$ cat config.mk
export PLATFORM = sky130hd
export DESIGN_NAME = sum_accumulator_flat
export DESIGN_NICKNAME = d
export VERILOG_FILES = /design/src/rtl/sum_accumulator_if.sv /design/src/rtl/sum_accumulator.sv /design/src/flat_wrapper.sv
export SDC_FILE = /design/constraint.sdc
export NUM_CORES = 1
export LEC_CHECK = 0
export ABC_AREA = 1
export CAP_MARGIN = 15
export CELL_PAD_IN_SITES_DETAIL_PLACEMENT = 1
export CELL_PAD_IN_SITES_GLOBAL_PLACEMENT = 1
export CORE_MARGIN = 3
export CORE_UTILIZATION = 33
export DETAILED_ROUTE_END_ITERATION = 8
export MAX_ROUTING_LAYER = met4
export PLACE_DENSITY = 0.86
export SYNTH_ARGS = -nofsm -noshare
export SYNTH_HDL_FRONTEND = slang
export SYNTH_SLANG_ARGS = --single-unit
$ cat constraint.sdc
create_clock -name clk -period 1.73 [get_ports clk]
set_input_delay 0.2595 -clock clk [delete_from_list [all_inputs] [get_ports clk]]
set_output_delay 0.2595 -clock clk [all_outputs]
set_load 0.005 [all_outputs]
$ cat src/rtl/sum_accumulator_if.sv
// Stream interface for sum_accumulator: beat input and frame-result output.
// Both valid/ready handshakes share one bundle.
interface sum_accumulator_if #(
  parameter int IN_W  = 32,
  parameter int ACC_W = 40,
  parameter int CNT_W = 8
);
  logic             in_valid;
  logic             in_ready;
  logic [IN_W-1:0]  in_sum;
  logic             flush;
  logic             out_valid;
  logic             out_ready;
  logic [ACC_W-1:0] out_acc;
  logic [CNT_W-1:0] out_count;
  logic             out_ovf;

  modport master (
    output in_valid, in_sum, flush, out_ready,
    input  in_ready, out_valid, out_acc, out_count, out_ovf
  );

  modport slave (
    input  in_valid, in_sum, flush, out_ready,
    output in_ready, out_valid, out_acc, out_count, out_ovf
  );
endinterface

$ cat src/rtl/sum_accumulator.sv
// Frame accumulator: sums a beat stream into a wide register and
// emits total, beat count and sticky carry once per frame.
module sum_accumulator #(
  parameter int IN_W      = 32,
  parameter int ACC_W     = 40,
  parameter int FRAME_LEN = 8,
  parameter int CNT_W     = 8
) (
  input logic clk,
  input logic rst,
  sum_accumulator_if.slave bus
);

  typedef enum logic [1:0] {
    IDLE,
    ACCUM,
    HOLD
  } state_t;

  state_t           state;
  logic [ACC_W-1:0] acc;
  logic [CNT_W-1:0] cnt;
  logic             ovf;

  logic [ACC_W-1:0] ext;
  logic [ACC_W-1:0] sum;
  logic             carry;
  logic [CNT_W-1:0] cnt_nx;
  logic             last;

  always_comb begin
    ext          = ACC_W'(bus.in_sum);
    {carry, sum} = {1'b0, acc} + {1'b0, ext};
    cnt_nx       = cnt + 1'b1;
    last         = (cnt_nx == CNT_W'(FRAME_LEN));
  end

  always_ff @(posedge clk) begin
    if (rst) begin
      state <= IDLE;
      acc   <= '0;
      cnt   <= '0;
      ovf   <= 1'b0;
    end else begin
      unique case (state)
        IDLE: begin
          if (bus.in_valid) begin
            acc <= ext;
            cnt <= CNT_W'(1);
            ovf <= 1'b0;
            if (FRAME_LEN == 1 || bus.flush)
              state <= HOLD;
            else
              state <= ACCUM;
          end
        end
        ACCUM: begin
          if (bus.in_valid) begin
            acc <= sum;
            cnt <= cnt_nx;
            ovf <= ovf | carry;
            if (last || bus.flush)
              state <= HOLD;
          end else if (bus.flush) begin
            state <= HOLD;
          end
        end
        HOLD: begin
          if (bus.out_ready) begin
            state <= IDLE;
            acc   <= '0;
            cnt   <= '0;
            ovf   <= 1'b0;
          end
        end
        default: state <= IDLE;
      endcase
    end
  end

  // Handshake flags decode registered state only.
  assign bus.in_ready  = (state != HOLD);
  assign bus.out_valid = (state == HOLD);
  assign bus.out_acc   = acc;
  assign bus.out_count = cnt;
  assign bus.out_ovf   = ovf;

endmodule

$ cat src/flat_wrapper.sv
// flat-port wrapper written by rule: the top's interface ports become plain ports
module sum_accumulator_flat 
#(
  parameter int IN_W      = 32,
  parameter int ACC_W     = 40,
  parameter int FRAME_LEN = 8,
  parameter int CNT_W     = 8
)
  (clk, rst, bus_in_valid, bus_in_sum, bus_flush, bus_out_ready, bus_in_ready, bus_out_valid, bus_out_acc, bus_out_count, bus_out_ovf);
  sum_accumulator_if #(.IN_W(IN_W), .ACC_W(ACC_W), .CNT_W(CNT_W)) bus_i ();
  input logic clk;
  input logic rst;
  input wire logic [$bits(bus_i.in_valid)-1:0] bus_in_valid;
  input wire logic [$bits(bus_i.in_sum)-1:0] bus_in_sum;
  input wire logic [$bits(bus_i.flush)-1:0] bus_flush;
  input wire logic [$bits(bus_i.out_ready)-1:0] bus_out_ready;
  output wire logic [$bits(bus_i.in_ready)-1:0] bus_in_ready;
  output wire logic [$bits(bus_i.out_valid)-1:0] bus_out_valid;
  output wire logic [$bits(bus_i.out_acc)-1:0] bus_out_acc;
  output wire logic [$bits(bus_i.out_count)-1:0] bus_out_count;
  output wire logic [$bits(bus_i.out_ovf)-1:0] bus_out_ovf;
  assign bus_i.in_valid = bus_in_valid;
  assign bus_i.in_sum = bus_in_sum;
  assign bus_i.flush = bus_flush;
  assign bus_i.out_ready = bus_out_ready;
  assign bus_in_ready = bus_i.in_ready;
  assign bus_out_valid = bus_i.out_valid;
  assign bus_out_acc = bus_i.out_acc;
  assign bus_out_count = bus_i.out_count;
  assign bus_out_ovf = bus_i.out_ovf;
  sum_accumulator #(.IN_W(IN_W), .ACC_W(ACC_W), .FRAME_LEN(FRAME_LEN), .CNT_W(CNT_W)) u_core (.clk(clk), .rst(rst), .bus(bus_i));
endmodule
==> results of run 1 <==
Yosys cell counts:
master / number
o211ai_1: 1
fa_1: 1
nand2_1: 296
and2_1: 2
a31oi_1: 2
nor4_1: 1
nand2_4: 1
nor3_4: 2
a211oi_1: 1
clkbuf_1: 8
a21oi_2: 5
o22ai_1: 1
xnor2_1: 1
a21o_1: 2
nor2_1: 55
nand4_1: 5
nor2_4: 2
and3_1: 1
nor2_2: 9
xor2_1: 2
nand3_2: 8
nor3_1: 5
inv_1: 141
buf_2: 6
nor3_2: 2
dfxtp_1: 51
or2_2: 7
nand3b_1: 8
nand2_2: 14
inv_2: 12
a21oi_1: 106
buf_4: 4
or2_1: 2
nand3_1: 59
o21ai_0: 42
o21ai_1: 1
clkinv_1: 2
ha_1: 37
o21bai_1: 3
cell families (layout without fill, tap and decap cells):
logic type / Yosys count / after routing / synth area share, %
AOI/OAI and AO/OA: 164 / 164 / 16.6
xor gates and xnor gates: 3 / 3 / 0.507
adders and majority gates: 38 / 38 / 9.32
buffers and inverters: 173 / 434 / 13.0
DFF: 51 / 51 / 19.7
other: 0 / 2 / 0
and+or+nand+nor: 479 / 479 / 40.9
sequential cells by signal, indices dropped and copies added (netlist names):
| signal | cells |
|---|---|
| u_core.state | 2 |
| u_core.bus.out_acc | 40 |
| u_core.bus.out_ovf | 1 |
| u_core.bus.out_count | 8 |
worst paths after layout:
path / startpoint / end / slack [ns] / depth (start not counted)
setup reg to reg: u_core.bus.out_acc[0] / u_core.bus.out_acc[36] / -0.61 / 14
hold / removal: bus_in_sum[0] / u_core.bus.out_acc[0] / 0.38 / 3
hold reg to reg: u_core.bus.out_ovf / u_core.bus.out_ovf / 0.54 / 2
setup / recovery: u_core.bus.out_acc[0] / u_core.bus.out_acc[36] / -0.61 / 14
routing by layer:
layer  vias up  global-route usage, %
met5         -                      -
met4         0                   19.7
met3       374                   5.36
met2       780                   58.7
met1      4134                   36.2
li1       3422                      -
layout make-up:
| type | instances | area, um^2 | area share (%) |
|---|---|---|---|
| antenna | 2 | 5.00 | 0.0500 |
| clock buffer | 5 | 125 | 1.25 |
| clock inverter | 3 | 22.5 | 0.225 |
| inverter | 155 | 619 | 6.19 |
| multi-input combinational | 684 | 5450 | 54.4 |
| sequential | 51 | 1080 | 10.8 |
| tap | 211 | 264 | 2.64 |
| timing repair buffer | 271 | 2440 | 24.4 |
stage by stage:
step           worst slack (ns)  hold WS, ns  util, %
2_1_floorplan           -0.0113        0.435        -
3_3_place_gp             -0.613        0.454     47.6
3_5_place_dp             -0.685        0.468     47.6
4_1_cts                  -0.142        0.407     56.7
5_1_grt                  -0.615        0.393     65.6
6_report                 -0.607        0.382     65.6
tightest hold or removal path, stage by stage:
cell,delay (ns)
dlygate4sd2_1,0.28
nand3_1,0.09
a31oi_1,0.07
power groups by stage:
stage                     Sequential, W  Clock [W]  Combinational (W)
final                           0.00201    0.00117             0.0143
after global routing            0.00203    0.00119             0.0146
after CTS                       0.00191    0.00112            0.00986
after detailed placement        0.00174          0            0.00775
after global placement          0.00172          0            0.00748
after floorplan                 0.00177          0            0.00405
what timing repair did:
item,in CTS,in global routing
endpoints found under the setup margin,50,51
buffers inserted,20,32
cloned,1,3
pin swaps,66,128
resized for setup,287,322
==> flow_metrics.tcl, run 1 <==
set metrics [dict create \
    crit_fanout 5 \
    h-tree-depth 2 \
    first_pass_iters 6 \
    period_share_pct 135 \
    synth_top_area_share_pct 21.4 \
    grt_use_total_pct 33.6 \
    combPwrFrac_pct 81.8 \
    nets 1243 \
    avgSynthCellArea_um2 5.71 \
    crit_required_ns 1.97 \
    tns_ns -13.68 \
    path_cells "ha_4, inv_2, fa_2, inv_2, nand3_4, nand3_4, nand2_4, nand2_4, nand3_2, nand2_2, nand2_2, nand2_4, a21oi_1, nor2_1" \
    timing.fmax_mhz 428 \
    ir_worst_vdd_mv 1.31 \
    grt_max_degree 23 \
    holdBufCountCts 0 \
    area_growth_pct 93.1 \
    switching_share_pct 53.7 \
    max_cap_viol_count 0 \
    slowest_stage "fa_2" \
    p_seq_share_pct 11.5 \
    cp-end-kind "register" \
    ant_nets 0 \
    clock_skew_ns 0.0113 \
    die_w_um 131 \
    cts_sinks 51 \
    clk_pin_slew_ns 0.08 \
    rsz0062_at_grt "true" \
    mostFrequentLayoutCells "161 x nand2_1, 148 x buf_4, 103 x inv_1" \
    numPortBuffers 87 \
    path_buf_inv 2 \
    layout_setup_ws_ns -0.607 \
    drive_above_1_share_pct 54.1 \
    synthesis.nets 983 \
    layout_commonest_cell "nand2_1" \
    setup_viol 47 \
    cp_common_cell "nand2_4" \
    grt_pass1_wl_um 45300 \
    clkLatencyLatePin_ns 0.35 \
    synth_top_area_cell "nand2_1" \
    avgRoutedWirePerCell_um 30.1 \
    overflow 0 \
    period_needed_ns 2.34 \
    final_cells 1382 \
    num_vias 8710 \
    power.internal_w 0.00810 \
    cp.arrival_ns 2.58 \
    switchingPower_w 0.00941 \
    dpl.hpwl_um 16900 \
    cp-start-kind "register" \
    worst_pin_slew_ns 0.488 \
    top_layer "met4" \
    p_clk_share_pct 6.7 \
    hold_viol 0 \
    antenna_found_initial 2 \
    path_class "register to register" \
    die-area_mm2 0.0172 \
    drtIter0Drc 936 \
    nFillCells 1820 \
    chipHeight_um 131 \
    synth.distinct_cells 39 \
    cts_buffers 5 \
    start_util_pct 34.0 \
    met3_length_um 4080 \
    synth_area_mm2 0.00518 \
    finalMaxSlewViolations 0 \
    violations "setup timing" \
    placed_area_mm2 0.00727 \
    syn_inst 908 \
    core-area_mm2 0.0153 \
    vias_per_cell 6.30 \
    m1WireLength_um 14200 \
    cts_max_path_buffers 2 \
    yosysSeqAreaShare_pct 19.7 \
    ys_ff_latch 51 \
    leakage_nw 4.56 \
    grt_pass1_vias 8370 \
    wl_met2_um 18900 \
    cts_tree "done" \
    rows 45 \
    design_area_mm2 0.0100 \
    critPathMaxStageDelay_ns 0.38 \
    postRouteWirelength_um 41600 \
    cp_top_family "simple AND/OR/NAND/NOR gates" \
    outcome "complete, but fails checks" \
    synth.area.top_cells "nand2_1 21%, dfxtp_1 20%, a21oi_1 10%" \
    holdCritPathClass "input port to register" \
    top_level_ports 88 \
    dpl.cell_count 1321 \
    relSlewSlack_pct 67.3 \
    root_buffer "clkbuf_16" \
    drc 0 \
    power_w 0.0175 \
    place_congestion 0.960 \
    yosys_warnings 0 \
    pwr_density_cell_mw_per_mm2 1750 \
]
No activity file was read; power rests on OpenSTA's default activity.
==> run 2: changes to the inputs <==
--- a/config.mk
+++ b/config.mk
@@ -5,12 +5,12 @@
 export SDC_FILE = /design/constraint.sdc
 export NUM_CORES = 1
 export LEC_CHECK = 0
-export ABC_AREA = 1
+export ABC_AREA = 0
 export CAP_MARGIN = 15
 export CELL_PAD_IN_SITES_DETAIL_PLACEMENT = 1
 export CELL_PAD_IN_SITES_GLOBAL_PLACEMENT = 1
 export CORE_MARGIN = 3
-export CORE_UTILIZATION = 33
+export CORE_UTILIZATION = 34
 export DETAILED_ROUTE_END_ITERATION = 8
 export MAX_ROUTING_LAYER = met4
 export PLACE_DENSITY = 0.86
==> run 2 against run 1 <==
The run still ends with setup timing left. Worst setup slack got worse by 1.3 ns. Clock power increased by 12%. Cell count decreased by 25%. Sequential share of layout area increased by 1.6 points. Sequential power decreased by 13%. Count of clock-buffer cells in the layout unchanged. Power decreased by 32%. Non-clock buffer count increased by 46. Synthesized area decreased by 17%. Clock skew increased by 0.0031 ns. Sequential cell count unchanged. Highest routed layer unchanged.
==> flow_metrics.tcl, run 2 <==
set metrics [dict create \
    clock_skew_ns 0.0144 \
    synth_edf_count 0 \
    cp.arrival_ns 3.88 \
    ir_worst_vdd_mv 0.778 \
    yosys_warnings 0 \
    outcome "complete, but fails checks" \
    hold_path_depth 3 \
    cts_buffers 5 \
    root_buffer "clkbuf_16" \
    clkLatencyLatePin_ns 0.36 \
    top_level_ports 88 \
    rsz0062_at_grt "true" \
    power_w 0.0120 \
    violations "setup timing" \
    dpl.hpwl_um 15600 \
    first_pass_iters 7 \
    nets 935 \
    dpl.cell_count 967 \
    cts_tree "done" \
    placed_area_mm2 0.00700 \
    avgRoutedWirePerCell_um 38.7 \
    largest_reg_flops 40 \
    postRouteWirelength_um 39900 \
    die_w_um 118 \
    avgSynthCellArea_um2 7.60 \
    leakage_nw 3.58 \
    core-area_mm2 0.0122 \
    numPortBuffers 87 \
    rr_worst_depth 9 \
    period_needed_ns 3.66 \
    finalMaxSlewViolations 0 \
    rows 40 \
    drc 0 \
    holdCritPathClass "input port to register" \
    relSlewSlack_pct 25.7 \
    overflow 0 \
    start_util_pct 35.2 \
    synth_top_area_cell "dfxtp_1" \
    synth_top_area_share_pct 23.7 \
    layout_setup_ws_ns -1.93 \
    h-tree-depth 2 \
    worst_pin_slew_ns 1.10 \
    cp-startpoint "u_core.bus.out_acc[17]" \
    design_area_mm2 0.00865 \
    num_vias 7667 \
    cts_max_path_buffers 2 \
    place_congestion 0.988 \
    cp-start-kind "register" \
    rr_endpoint "u_core.bus.out_acc[28]" \
    path_class "register to register" \
    drive_above_1_share_pct 50.7 \
    final_cells 1031 \
    synthesis.nets 641 \
    hold_path_end "u_core.bus.out_acc[5]" \
    reg2reg_setup_slack_ns -1.93 \
    area_growth_pct 101 \
    setup_viol 57 \
    synthTopCellsByCount "55 x nor2_1, 51 x a21oi_1, 51 x dfxtp_1" \
    pwr_density_cell_mw_per_mm2 1390 \
    r2r_start "u_core.bus.out_acc[17]" \
    max_cap_viol_count 0 \
    period_share_pct 211 \
    yosysSeqAreaShare_pct 23.7 \
    crit_fanout 4 \
    die-area_mm2 0.0140 \
    mostFrequentLayoutCells "194 x buf_4, 64 x clkdlybuf4s50_1, 44 x nor2_1" \
    vias_per_cell 7.44 \
    synth_ff_type "dfxtp_1" \
    hold_viol 0 \
    min_from "bus_in_sum[5]" \
    antenna_found_initial 3 \
    cts_sinks 51 \
    cp-end-kind "register" \
    timing.fmax_mhz 273 \
    holdBufCountCts 0 \
    synth.most_common_cell "nor2_1" \
    grt_pass1_vias 7065 \
    drtIter0Drc 1272 \
    nFillCells 1340 \
    grt_pass1_wl_um 41500 \
    clk_pin_slew_ns 0.08 \
    grt_max_degree 34 \
    synth.distinct_cells 61 \
    syn_inst 566 \
    grt_use_total_pct 38.7 \
    layout_commonest_cell "buf_4" \
    crit_required_ns 1.95 \
    synth_area_mm2 0.00430 \
    synth.area.top_cells "dfxtp_1 24%, ha_1 11%, a21oi_1 5.9%" \
    async_reset_ff_share_pct 0 \
    ant_nets 0 \
    ys_ff_latch 51 \
    chipHeight_um 118 \
]
==> run 2: critical path, cell delays in order, from the launching register on <==
cell	delay, ns
dfxtp_2	0.40
ha_4	0.26
buf_4	0.17
a21oi_1	0.59
o21ai_0	0.56
a221oi_1	0.72
inv_1	0.19
o21bai_1	0.32
and3_1	0.25
nor3_2	0.06
==> run 2: metal layers <==
layer / vias to the layer above / global-route usage (%) / wire length, um
met5: - / - / 0
met4: 0 / 25.0 / 5280
met3: 495 / 7.75 / 4890
met2: 888 / 66.1 / 16900
met1: 3558 / 40.7 / 12900
li1: 2726 / - / -
==> run 2: power breakdown <==
| part | total (W) | switching [W] | internal [W] |
|---|---|---|---|
| sequential | 0.00175 | 0.000320 | 0.00143 |
| combinational | 0.00892 | 0.00508 | 0.00383 |
| clock | 0.00131 | 0.000634 | 0.000680 |
==> run 2: kinds of logic (layout without fill, tap and decap cells) <==
family / after synthesis / count (layout) / share of synthesized area [%]
and+or+nand+nor: 219 / 219 / 24.9
AOI/OAI and AO/OA: 182 / 182 / 30.1
DFF: 51 / 51 / 23.7
buffers and inverters: 49 / 343 / 4.45
adders and majority gates: 38 / 38 / 11.2
xor gates and xnor gates: 23 / 23 / 4.68
muxes: 4 / 4 / 0.931
other: 0 / 3 / 0
==> run 2: timing repair <==
item,CTS,global route
gates resized for setup,136,101
setup endpoints to repair,53,53
cloned,1,0
pin swaps,78,72
setup buffers,30,28
==> run 2: final cells by class <==
type | instances | area [um^2] | share of cell area [%]
Tap cell | 168 | 210 | 2.43
Timing Repair Buffer | 317 | 2770 | 32.1
Multi-Input combinational cell | 466 | 4350 | 50.3
Clock inverter | 2 | 37.5 | 0.434
Sequential cell | 51 | 1070 | 12.4
Antenna cell | 3 | 7.51 | 0.0868
Clock buffer | 5 | 125 | 1.45
Inverter | 19 | 73.8 | 0.854
==> run 2: worst max-delay path by stage <==
| stage | end | depth (start not counted) |
|---|---|---|
| final | u_core.bus.out_acc[28] | 9 |
| after global routing | u_core.bus.out_acc[24] | 9 |
| after CTS | u_core.bus.out_acc[34] | 12 |
| after detailed placement | u_core.bus.out_acc[36] | 13 |
| after global placement | u_core.bus.out_acc[32] | 11 |
| after floorplan | u_core.bus.out_acc[34] | 11 |
==> run 2: per-stage QoR <==
| stage | setup WS (ns) | utilization (%) | TNS (ns) | hold slack [ns] |
|---|---|---|---|---|
| global placement | -1.27 | 57.3 | -40.78 | 0.453 |
| detailed placement | -1.54 | 57.3 | -46.81 | 0.464 |
| finish | -1.93 | 70.8 | -44.59 | 0.395 |
| floorplan | -0.643 | - | -15.16 | 0.419 |
| global route | -1.88 | 70.8 | -46.95 | 0.429 |
| CTS | -0.973 | 64.8 | -25.87 | 0.441 |
